File: src/rtl/tiny_nn_core_seq_if.sv
// Handshake bundle between a command/data producer and tiny_nn_core_seq:
// command port, fp16 input word stream and result port.
interface tiny_nn_core_seq_if;
  logic        cmd_valid_i;
  logic        cmd_ready_o;
  logic [1:0]  cmd_op_i;
  logic        cmd_relu_i;
  logic [15:0] in_data_i;
  logic        in_valid_i;
  logic        in_ready_o;
  logic [15:0] out_data_o;
  logic        out_valid_o;
  logic        out_ready_i;

  modport master (
    output cmd_valid_i, cmd_op_i, cmd_relu_i, in_data_i, in_valid_i, out_ready_i,
    input  cmd_ready_o, in_ready_o, out_data_o, out_valid_o
  );

  modport slave (
    input  cmd_valid_i, cmd_op_i, cmd_relu_i, in_data_i, in_valid_i, out_ready_i,
    output cmd_ready_o, in_ready_o, out_data_o, out_valid_o
  );
endinterface

File: src/rtl/tiny_nn_core_seq.sv
// Sequencer owning every control input of tiny_nn_core: parameter load, value shift,
// fixed 5-step compute and result handoff. Optional DOT counter: TINY_NN_SEQ_DOT_COUNT_EN.
//
// state | meaning
// IDLE  | waiting for a command (cmd_ready_o = 1)
// LOAD  | writing 8 parameter words, one-hot per word
// SHIFT | shifting 8 value words, row 0 then row 1
// COMP  | 5-step multiply/accumulate schedule
// OUT   | presenting accumulate_i until out_ready_i
module tiny_nn_core_seq #(
  parameter int ValArrayWidth  = 4,
  parameter int ValArrayHeight = 2
) (
  input  logic                                   clk_i,
  input  logic                                   rst_i,
  tiny_nn_core_seq_if.slave                      bus,
  output logic [15:0]                            val_o,
  output logic [15:0]                            param_o,
  output logic [ValArrayHeight-1:0]              val_shift_o,
  output logic [ValArrayHeight*ValArrayWidth-1:0] param_write_o,
  output logic                                   mul_row_sel_o,
  output logic                                   mul_en_o,
  output logic                                   accumulate_loopback_o,
  output logic                                   accumulate_out_relu_o,
  output logic [1:0]                             accumulate_en_o,
  input  logic [15:0]                            accumulate_i,
  output logic [15:0]                            dot_count_o
);

  localparam int PW = ValArrayHeight * ValArrayWidth;

  if (ValArrayWidth != 4) begin : g_bad_width
    $error("tiny_nn_core_seq: only ValArrayWidth = 4 is supported");
  end
  if (ValArrayHeight != 2) begin : g_bad_height
    $error("tiny_nn_core_seq: only ValArrayHeight = 2 is supported");
  end

  typedef enum logic [2:0] {
    S_IDLE,
    S_LOAD,
    S_SHIFT,
    S_COMP,
    S_OUT
  } state_e;

  state_e     state_q, state_d;
  logic [2:0] k_q, k_d;
  logic [2:0] step_q, step_d;
  logic       relu_q, relu_d;
  logic       out_hs;

  always_comb begin
    state_d = state_q;
    k_d     = k_q;
    step_d  = step_q;
    relu_d  = relu_q;
    case (state_q)
      S_IDLE: begin
        if (bus.cmd_valid_i) begin
          relu_d = bus.cmd_relu_i;
          k_d    = 3'd0;
          case (bus.cmd_op_i)
            2'd0:    state_d = S_LOAD;
            2'd1:    state_d = S_SHIFT;
            default: state_d = S_IDLE;
          endcase
        end
      end
      S_LOAD, S_SHIFT: begin
        if (bus.in_valid_i) begin
          k_d = k_q + 3'd1;
          if (k_q == 3'd7) begin
            state_d = (state_q == S_LOAD) ? S_IDLE : S_COMP;
            step_d  = 3'd0;
          end
        end
      end
      S_COMP: begin
        if (step_q == 3'd4) begin
          state_d = S_OUT;
          step_d  = 3'd0;
        end else begin
          step_d = step_q + 3'd1;
        end
      end
      S_OUT: begin
        if (bus.out_ready_i) state_d = S_IDLE;
      end
      default: state_d = S_IDLE;
    endcase
  end

  always_ff @(posedge clk_i) begin
    if (rst_i) begin
      state_q <= S_IDLE;
      k_q     <= 3'd0;
      step_q  <= 3'd0;
      relu_q  <= 1'b0;
    end else begin
      state_q <= state_d;
      k_q     <= k_d;
      step_q  <= step_d;
      relu_q  <= relu_d;
    end
  end

  assign bus.cmd_ready_o  = (state_q == S_IDLE);
  assign bus.in_ready_o   = (state_q == S_LOAD) || (state_q == S_SHIFT);
  assign bus.out_valid_o  = (state_q == S_OUT);
  // The core holds accumulate_o while accumulate_en_o is 0, so OUT needs no local copy.
  assign bus.out_data_o   = (state_q == S_OUT) ? accumulate_i : 16'h0000;
  assign out_hs           = (state_q == S_OUT) && bus.out_ready_i;
  assign val_o            = bus.in_data_i;
  assign param_o          = bus.in_data_i;
  assign accumulate_loopback_o = 1'b0;

  always_comb begin
    val_shift_o           = '0;
    param_write_o         = '0;
    mul_en_o              = 1'b0;
    mul_row_sel_o         = 1'b0;
    accumulate_en_o       = 2'b00;
    accumulate_out_relu_o = 1'b0;
    if ((state_q == S_LOAD) && bus.in_valid_i) begin
      param_write_o = PW'(1) << k_q;
    end
    if ((state_q == S_SHIFT) && bus.in_valid_i) begin
      val_shift_o[0] = ~k_q[2];
      val_shift_o[1] = k_q[2];
    end
    if (state_q == S_COMP) begin
      case (step_q)
        3'd0: begin
          mul_en_o      = 1'b1;
          mul_row_sel_o = 1'b1;
        end
        3'd1: begin
          mul_en_o        = 1'b1;
          accumulate_en_o = 2'b01;
        end
        3'd2: begin
          accumulate_en_o = 2'b01;
          mul_row_sel_o   = 1'b1;
        end
        3'd3: accumulate_en_o = 2'b01;
        3'd4: begin
          accumulate_en_o       = 2'b10;
          accumulate_out_relu_o = relu_q;
        end
        default: accumulate_en_o = 2'b00;
      endcase
    end
  end

`ifdef TINY_NN_SEQ_DOT_COUNT_EN
  logic [15:0] dot_count_q, dot_count_d;

  always_comb begin
    dot_count_d = dot_count_q;
    if (out_hs) dot_count_d = dot_count_q + 16'd1;
  end

  always_ff @(posedge clk_i) begin
    if (rst_i) dot_count_q <= 16'd0;
    else       dot_count_q <= dot_count_d;
  end

  assign dot_count_o = dot_count_q;
`else
  logic unused_out_hs;
  assign unused_out_hs = out_hs;
  assign dot_count_o   = 16'd0;
`endif

endmodule

File: src/flat_wrapper.sv
// flat-port wrapper written by rule: the top's interface ports become plain ports
module tiny_nn_core_seq_flat 
#(
  parameter int ValArrayWidth  = 4,
  parameter int ValArrayHeight = 2
)
  (clk_i, rst_i, val_o, param_o, val_shift_o, param_write_o, mul_row_sel_o, mul_en_o, accumulate_loopback_o, accumulate_out_relu_o, accumulate_en_o, accumulate_i, dot_count_o, bus_cmd_valid_i, bus_cmd_op_i, bus_cmd_relu_i, bus_in_data_i, bus_in_valid_i, bus_out_ready_i, bus_cmd_ready_o, bus_in_ready_o, bus_out_data_o, bus_out_valid_o);
  tiny_nn_core_seq_if bus_i ();
  input  logic clk_i;
  input  logic rst_i;
  output logic [15:0] val_o;
  output logic [15:0] param_o;
  output logic [ValArrayHeight-1:0] val_shift_o;
  output logic [ValArrayHeight*ValArrayWidth-1:0] param_write_o;
  output logic mul_row_sel_o;
  output logic mul_en_o;
  output logic accumulate_loopback_o;
  output logic accumulate_out_relu_o;
  output logic [1:0] accumulate_en_o;
  input  logic [15:0] accumulate_i;
  output logic [15:0] dot_count_o;
  input wire logic [$bits(bus_i.cmd_valid_i)-1:0] bus_cmd_valid_i;
  input wire logic [$bits(bus_i.cmd_op_i)-1:0] bus_cmd_op_i;
  input wire logic [$bits(bus_i.cmd_relu_i)-1:0] bus_cmd_relu_i;
  input wire logic [$bits(bus_i.in_data_i)-1:0] bus_in_data_i;
  input wire logic [$bits(bus_i.in_valid_i)-1:0] bus_in_valid_i;
  input wire logic [$bits(bus_i.out_ready_i)-1:0] bus_out_ready_i;
  output wire logic [$bits(bus_i.cmd_ready_o)-1:0] bus_cmd_ready_o;
  output wire logic [$bits(bus_i.in_ready_o)-1:0] bus_in_ready_o;
  output wire logic [$bits(bus_i.out_data_o)-1:0] bus_out_data_o;
  output wire logic [$bits(bus_i.out_valid_o)-1:0] bus_out_valid_o;
  assign bus_i.cmd_valid_i = bus_cmd_valid_i;
  assign bus_i.cmd_op_i = bus_cmd_op_i;
  assign bus_i.cmd_relu_i = bus_cmd_relu_i;
  assign bus_i.in_data_i = bus_in_data_i;
  assign bus_i.in_valid_i = bus_in_valid_i;
  assign bus_i.out_ready_i = bus_out_ready_i;
  assign bus_cmd_ready_o = bus_i.cmd_ready_o;
  assign bus_in_ready_o = bus_i.in_ready_o;
  assign bus_out_data_o = bus_i.out_data_o;
  assign bus_out_valid_o = bus_i.out_valid_o;
  tiny_nn_core_seq #(.ValArrayWidth(ValArrayWidth), .ValArrayHeight(ValArrayHeight)) u_core (.clk_i(clk_i), .rst_i(rst_i), .bus(bus_i), .val_o(val_o), .param_o(param_o), .val_shift_o(val_shift_o), .param_write_o(param_write_o), .mul_row_sel_o(mul_row_sel_o), .mul_en_o(mul_en_o), .accumulate_loopback_o(accumulate_loopback_o), .accumulate_out_relu_o(accumulate_out_relu_o), .accumulate_en_o(accumulate_en_o), .accumulate_i(accumulate_i), .dot_count_o(dot_count_o));
endmodule
File: config.mk
export PLATFORM = sky130hd
export DESIGN_NAME = tiny_nn_core_seq_flat
export DESIGN_NICKNAME = d
export VERILOG_FILES = /design/src/rtl/tiny_nn_core_seq_if.sv /design/src/rtl/tiny_nn_core_seq.sv /design/src/flat_wrapper.sv
export SDC_FILE = /design/constraint.sdc
export NUM_CORES = 1
export LEC_CHECK = 0
export CAP_MARGIN = 20
export CORE_ASPECT_RATIO = 1.1
export CORE_MARGIN = 1
export CORE_UTILIZATION = 31
export CTS_BUF_LIST = sky130_fd_sc_hd__clkbuf_4 sky130_fd_sc_hd__clkbuf_8
export DETAILED_ROUTE_END_ITERATION = 8
export PLACE_DENSITY = 0.91
export REMOVE_ABC_BUFFERS = 1
export SYNTH_ARGS = -nofsm -noshare
export SYNTH_HDL_FRONTEND = slang
export SYNTH_SLANG_ARGS = --single-unit
export TNS_END_PERCENT = 5
File: constraint.sdc
create_clock -name clk_i -period 2.05 [get_ports clk_i]
set_input_delay 0.41 -clock clk_i [delete_from_list [all_inputs] [get_ports clk_i]]
set_output_delay 0.41 -clock clk_i [all_outputs]
set_load 0.03 [all_outputs]
Word level (Yosys, flattened, before mapping)
Index checks and enable logic that the tools add are counted.
{"block": "word_totals", "regBits": 10, "in_bits": 40, "output_inout_bits": 83, "wordCells": 65}
{"block": "op_classes", "addsub": 2, "eq_ne": 15, "n_shift": 1, "n_mux": 26, "bitwise_logic": 1, "n_reduce_logical": 16}
{"op": "$mux 3", "count": 10}
{"op": "$mux 16", "count": 1}
{"op": "$eq 3x2->1 const B", "count": 4}
{"op": "$pmux 3 s2", "count": 2}
{"op": "$pmux 3 s4", "count": 1}
{"op": "$eq 3x3->1 const B", "count": 3}
{"op": "$mux 8", "count": 1}
{"op": "$pmux 2 s2", "count": 2}
{"op": "$shl 1x3->8 const A", "count": 1}
{"op": "$add 3x1->3 const B", "count": 2}
{"op": "$eq 3x1->1 const B", "count": 2}
{"op": "$logic_not 3->1", "count": 2}
{"op": "$mux 1", "count": 6}
{"op": "$mux 2", "count": 3}
{"op": "$ne 2x2->1 const B", "count": 3}
{"op": "$reduce_and 3->1", "count": 2}
{"op": "$reduce_or 2->1", "count": 3}
{"op": "$reduce_and 5->1", "count": 1}
{"op": "$ne 2x1->1 const B", "count": 2}
{"op": "$reduce_bool 2->1", "count": 2}
{"op": "$reduce_or 3->1", "count": 1}
{"op": "$eq 2x1->1 const B", "count": 1}
{"op": "$logic_and 1x1->1", "count": 2}
{"op": "$logic_not 2->1", "count": 1}
{"op": "3 further kinds", "count": 3}

Depth between registers and ports, before layout
Gate-level depths: netlist of the first run.
{"block": "logic_depth", "depth_word": 5, "depth_mapped": 6, "mapped_depth_nobuf": 6}

Worst setup path after synthesis of the first run
Ideal clock, no wire load.
{"block": "synth_path", "kind": "reg2out", "start": "register u_core.state_q[0]", "end": "output accumulate_out_relu_o", "t_arrival_ns": 1.605, "t_required_ns": 1.640, "path_slack_ns": 0.035, "path_stages_with_launch": 5, "n_path_buf": 1, "cell_sequence": "dfxtp_1 -> buf_2 -> nand3b_1 -> nor2_1 -> and2_1"}
{"block": "synth_between", "elab_chain_cells": 2}
{"element": "start: declaration", "line_no": "tiny_nn_core_seq.sv:47", "rtl": "state_e state_q, state_d;"}
{"element": "start signal: assignment", "line_no": "tiny_nn_core_seq.sv:101", "rtl": "state_q <= state_d;"}
{"element": "$eq 3x2->1", "line_no": "tiny_nn_core_seq.sv:132", "rtl": "if (state_q == S_COMP) begin"}
{"element": "$mux 1", "line_no": "tiny_nn_core_seq.sv:132"}
{"element": "end: declaration", "line_no": "flat_wrapper.sv:18", "rtl": "output logic accumulate_out_relu_o;"}
No other way between the ends.

Final worst setup path of the first run
Same ends and word-level chain as after synthesis.

==> out/summary.log, run 1 <==
qor: finish.final_net_count 258
qor: clock_network.cts_hold_buf 0
qor: yosys.synth_mux_area_frac 0.0233
qor: power.clkPwrFrac 0.238
qor: worst_hold_path.sink_of_the_worst_hold_path u_core.relu_q
qor: worst_setup_path.r2r_slack 0.45 ns
qor: global_routing.wire_length_of_the_first_global_routing_pass 5190 µm
qor: timing.period_utilization_post_route 0.937
qor: power.worst_ir_drop_vdd 452 µV
qor: worst_hold_path.hold-path-cell-count 2
qor: clock_network.clock_sinks 10
qor: yosys.ys_seq_elements 10
qor: power.netSwitchingFraction 0.396
qor: placed_design.placed_cells_incl_taps 254
qor: timing.timing.clock.skew 0.00143 ns
qor: yosys.netlist_top_cells_area buf_4 29%, dfxtp_1 16%, and3_1 11%, ha_1 11%, nor2_1 5.0%
qor: die.dieHeight 69.6 µm
qor: job.maxCapViolations 0
qor: yosys.synth_top_family_by_area buffers and inverters
qor: yosys.yosysWarnings 0
qor: placed_design.gp_congestion 0.832
qor: detailed_routing.vias_per_cell 4.63
qor: worst_setup_path.regToRegStartpoint u_core.k_q[0]
qor: power.pwr-share-comb 0.479
qor: clock_network.cts_tree yes
qor: yosys.yosysSeqAreaShare 0.156
qor: worst_setup_path.worst_ep_arrival_time 1.51 ns
qor: yosys.synth-compound-area-share 0.0905
qor: worst_setup_path.start_kind flop
qor: yosys.post_synth_most_frequent_cells 49 x buf_4, 23 x and3_1, 17 x nor2_1, 11 x ha_1, 10 x dfxtp_1
qor: global_routing.gr-usage-all-layers 0.148
qor: clock_network.htreeDepth 1
qor: yosys.synth_simple_gate_area_share 0.279
qor: placed_design.io_buffer_count 57
qor: placed_design.detailedPlacementHpwl 2740 µm
qor: timing.maxClockFrequency 521 MHz
qor: timing.worst_hold_slack 0.451 ns
qor: detailed_routing.avgRoutedWirePerCell 13.2 µm
qor: timing.setup_repair_after_global_routing_missed_its_margin false
qor: clock_network.clock-root-buffer clkbuf_8
qor: power.internal_power 0.000503 W
qor: worst_setup_path.worstSetupEndpointType output port
qor: timing.final-max-slew-violation-count 0
qor: clock_network.cts_buffers 3
qor: detailed_routing.number_of_detailed_routing_iterations_run_before_antenna_repair 4
qor: placed_design.post_dp_cell_area 0.00156 mm²
qor: worst_setup_path.path_class flop to output port
qor: timing.timing.final.ws_setup 0.129 ns
qor: timing.timing.final.hold_violations 0
qor: worst_hold_path.hold_start u_core.relu_q
qor: detailed_routing.remaining_drc_errors 0
qor: finish.final_cells 257
qor: die.floorplan.io_pins 123
qor: timing.final_period_demand_of_the_worst_path 1.92 ns
qor: yosys.synth_xor_area_frac 0.00681
qor: finish.post_route_cells_drive_above_1_share 0.229
qor: worst_setup_path.critPathMaxFanout 12
qor: finish.area_growth_syn_to_layout 25.5%
qor: power.p_seq_frac 0.283
qor: worst_setup_path.critical_path.reg2reg.endpoint u_core.step_q[1]
qor: yosys.netlist-cell-type-count 30
qor: yosys.postSynth.asyncResetShare 0
qor: worst_hold_path.hold_path.class flop to flop
qor: global_routing.largest_net_degree_at_the_start_of_global_routing 19
qor: yosys.synth-edff-count 0
qor: worst_setup_path.ff2ff_path_depth 6
qor: finish.antenna_cells_inserted 0
qor: global_routing.grt.overflow.total 0
qor: yosys.yosys.cell_count.top_type buf_4
qor: global_routing.first_global_vias 1064
qor: global_routing.grtUsageMet2 0.214
qor: detailed_routing.detailed_route_via_count 1189
qor: timing.report.final.setup_viol 0
qor: clock_network.worst_skew_pair.late_latency 0.23 ns
qor: clock_network.clkSlewWorstSetupHoldPaths 0.05 ns
qor: yosys.postSynthAreaPerCell 7.27 µm²
qor: global_routing.global_route.usage.met1 0.182
qor: status.status complete, no violations
qor: power.power.density_cell_area 515 mW/mm²
qor: yosys.ys.flop_type dfxtp_1
qor: yosys.synthesis.area 0.00129 mm²
qor: finish.final_core_utilization 0.407
qor: power.power.switching 0.000329 W
qor: global_routing.busiest_layer met2
qor: die.die-width 63.4 µm
qor: global_routing.antenna_found_initial 0
qor: power.leakage_power 0.853 nW
qor: placed_design.post-place-ws -0.0283 ns
qor: finish.design_area 0.00161 mm²
qor: clock_network.cts_post_setup_buffers_inserted 0
qor: yosys.synth_adder_area_share 0.107
qor: yosys.library_cell_occupying_the_most_area_in_the_post_synthesis_netlist buf_4
qor: detailed_routing.drt-total-wl 3390 µm
qor: worst_setup_path.critPathRequiredTime 1.64 ns
qor: detailed_routing.route.antenna.remaining_nets 0
qor: global_routing.global_route.usage.met3 0.0954
qor: die.number_of_rows_in_the_core_area 24
qor: yosys.synthesis.instances 177
qor: die.initial_core_util 0.324
qor: detailed_routing.drtIter0Drc 29
qor: clock_network.clk_path_buf_depth 2
qor: die.core 0.00396 mm²
qor: yosys.synthDominantCellAreaShare 0.286
qor: die.die-area 0.00441 mm²
==> worst max-delay path by stage <==
| stage | from | end | slack [ns] | cells after the start |
|---|---|---|---|---|
| 4_1_cts | bus_in_valid_i | param_write_o[5] | 0.03 | 6 |
| 3_3_place_gp | bus_in_valid_i | param_write_o[6] | -0.02 | 6 |
| 2_1_floorplan | u_core.state_q[2] | accumulate_out_relu_o | -0.04 | 3 |
| 5_1_grt | u_core.state_q[0] | param_write_o[5] | 0.009 | 6 |
| 6_report | u_core.state_q[0] | accumulate_out_relu_o | 0.13 | 5 |
| 3_5_place_dp | bus_in_valid_i | param_write_o[5] | -0.03 | 6 |
==> power by group through the flow <==
stage                     sequential (W)  clock (W)  combinational (W)
after floorplan                 0.000240          0           0.000229
after global placement          0.000236          0           0.000391
after detailed placement        0.000237          0           0.000402
after CTS                       0.000234   0.000206           0.000398
after global routing            0.000239   0.000221           0.000435
final                           0.000235   0.000198           0.000398
==> layer usage <==
metal	part of all wire	wire, µm
met1	0.41	1400
met2	0.46	1570
met3	0.12	409
met4	0.0041	14
met5	0	0
==> sequential cells by signal, indices dropped and copies added (netlist names) <==
| signal | flops |
|---|---|
| u_core.k_q | 3 |
| u_core.state_q | 3 |
| u_core.step_q | 3 |
| u_core.relu_q | 1 |
==> logic make-up after synthesis <==
logic type      after synthesis
compound gates               20
buf+inv                      65
mux                           3
flops                        10
other cells                   1
simple gates                 66
fa+ha+maj                    11
xor+xnor                      1
==> critical path: stages, from the launching register on <==
cell and delay (ns):
dfxtp_1 0.34, buf_4 0.18, nand3b_1 0.21, nor2_2 0.24, and2_1 0.15, buf_4 0.15
==> cell usage in the layout, fill, tap and decap left out, types with 6 or more instances in the layout <==
cell type / n
a21oi_1: 9
and3_1: 23
buf_4: 41
clkdlybuf4s50_1: 22
conb_1: 17
dfxtp_1: 9
ha_1: 11
inv_1: 9
nand2_1: 6
nor2_1: 16
==> area by class of cell <==
type	count	area [µm²]
multi-input cells	118	723
flip-flops and latches	10	201
fillers	432	2350
inverters	9	33.8
well taps	52	65.1
repair buffers	65	549
clock buffers	3	41.3
==> metrics by stage <==
step	setup TNS (ns)	power (W)
final	0	0.000832
after global routing	0	0.000894
after CTS	0	0.000838
after detailed placement	-0.107	0.000639
after global placement	-0.117	0.000627
after floorplan	-0.0380	0.000469
==> repair_timing <==
action,CTS,global route
gates cloned,0,0
resized for setup,2,3
pin swaps,0,1
endpoints found under the setup margin,8,9
No activity file was read; power rests on OpenSTA's default activity.
==> inputs of run 2 (changes only) <==
--- a/config.mk
+++ b/config.mk
@@ -10,6 +10,7 @@
 export CORE_MARGIN = 1
 export CORE_UTILIZATION = 31
 export CTS_BUF_LIST = sky130_fd_sc_hd__clkbuf_4 sky130_fd_sc_hd__clkbuf_8
+export CTS_CLUSTER_SIZE = 12
 export DETAILED_ROUTE_END_ITERATION = 8
 export PLACE_DENSITY = 0.91
 export REMOVE_ABC_BUFFERS = 1
==> results of run 2 <==
Final layout, timing and power as in run 1 (identical DEF).
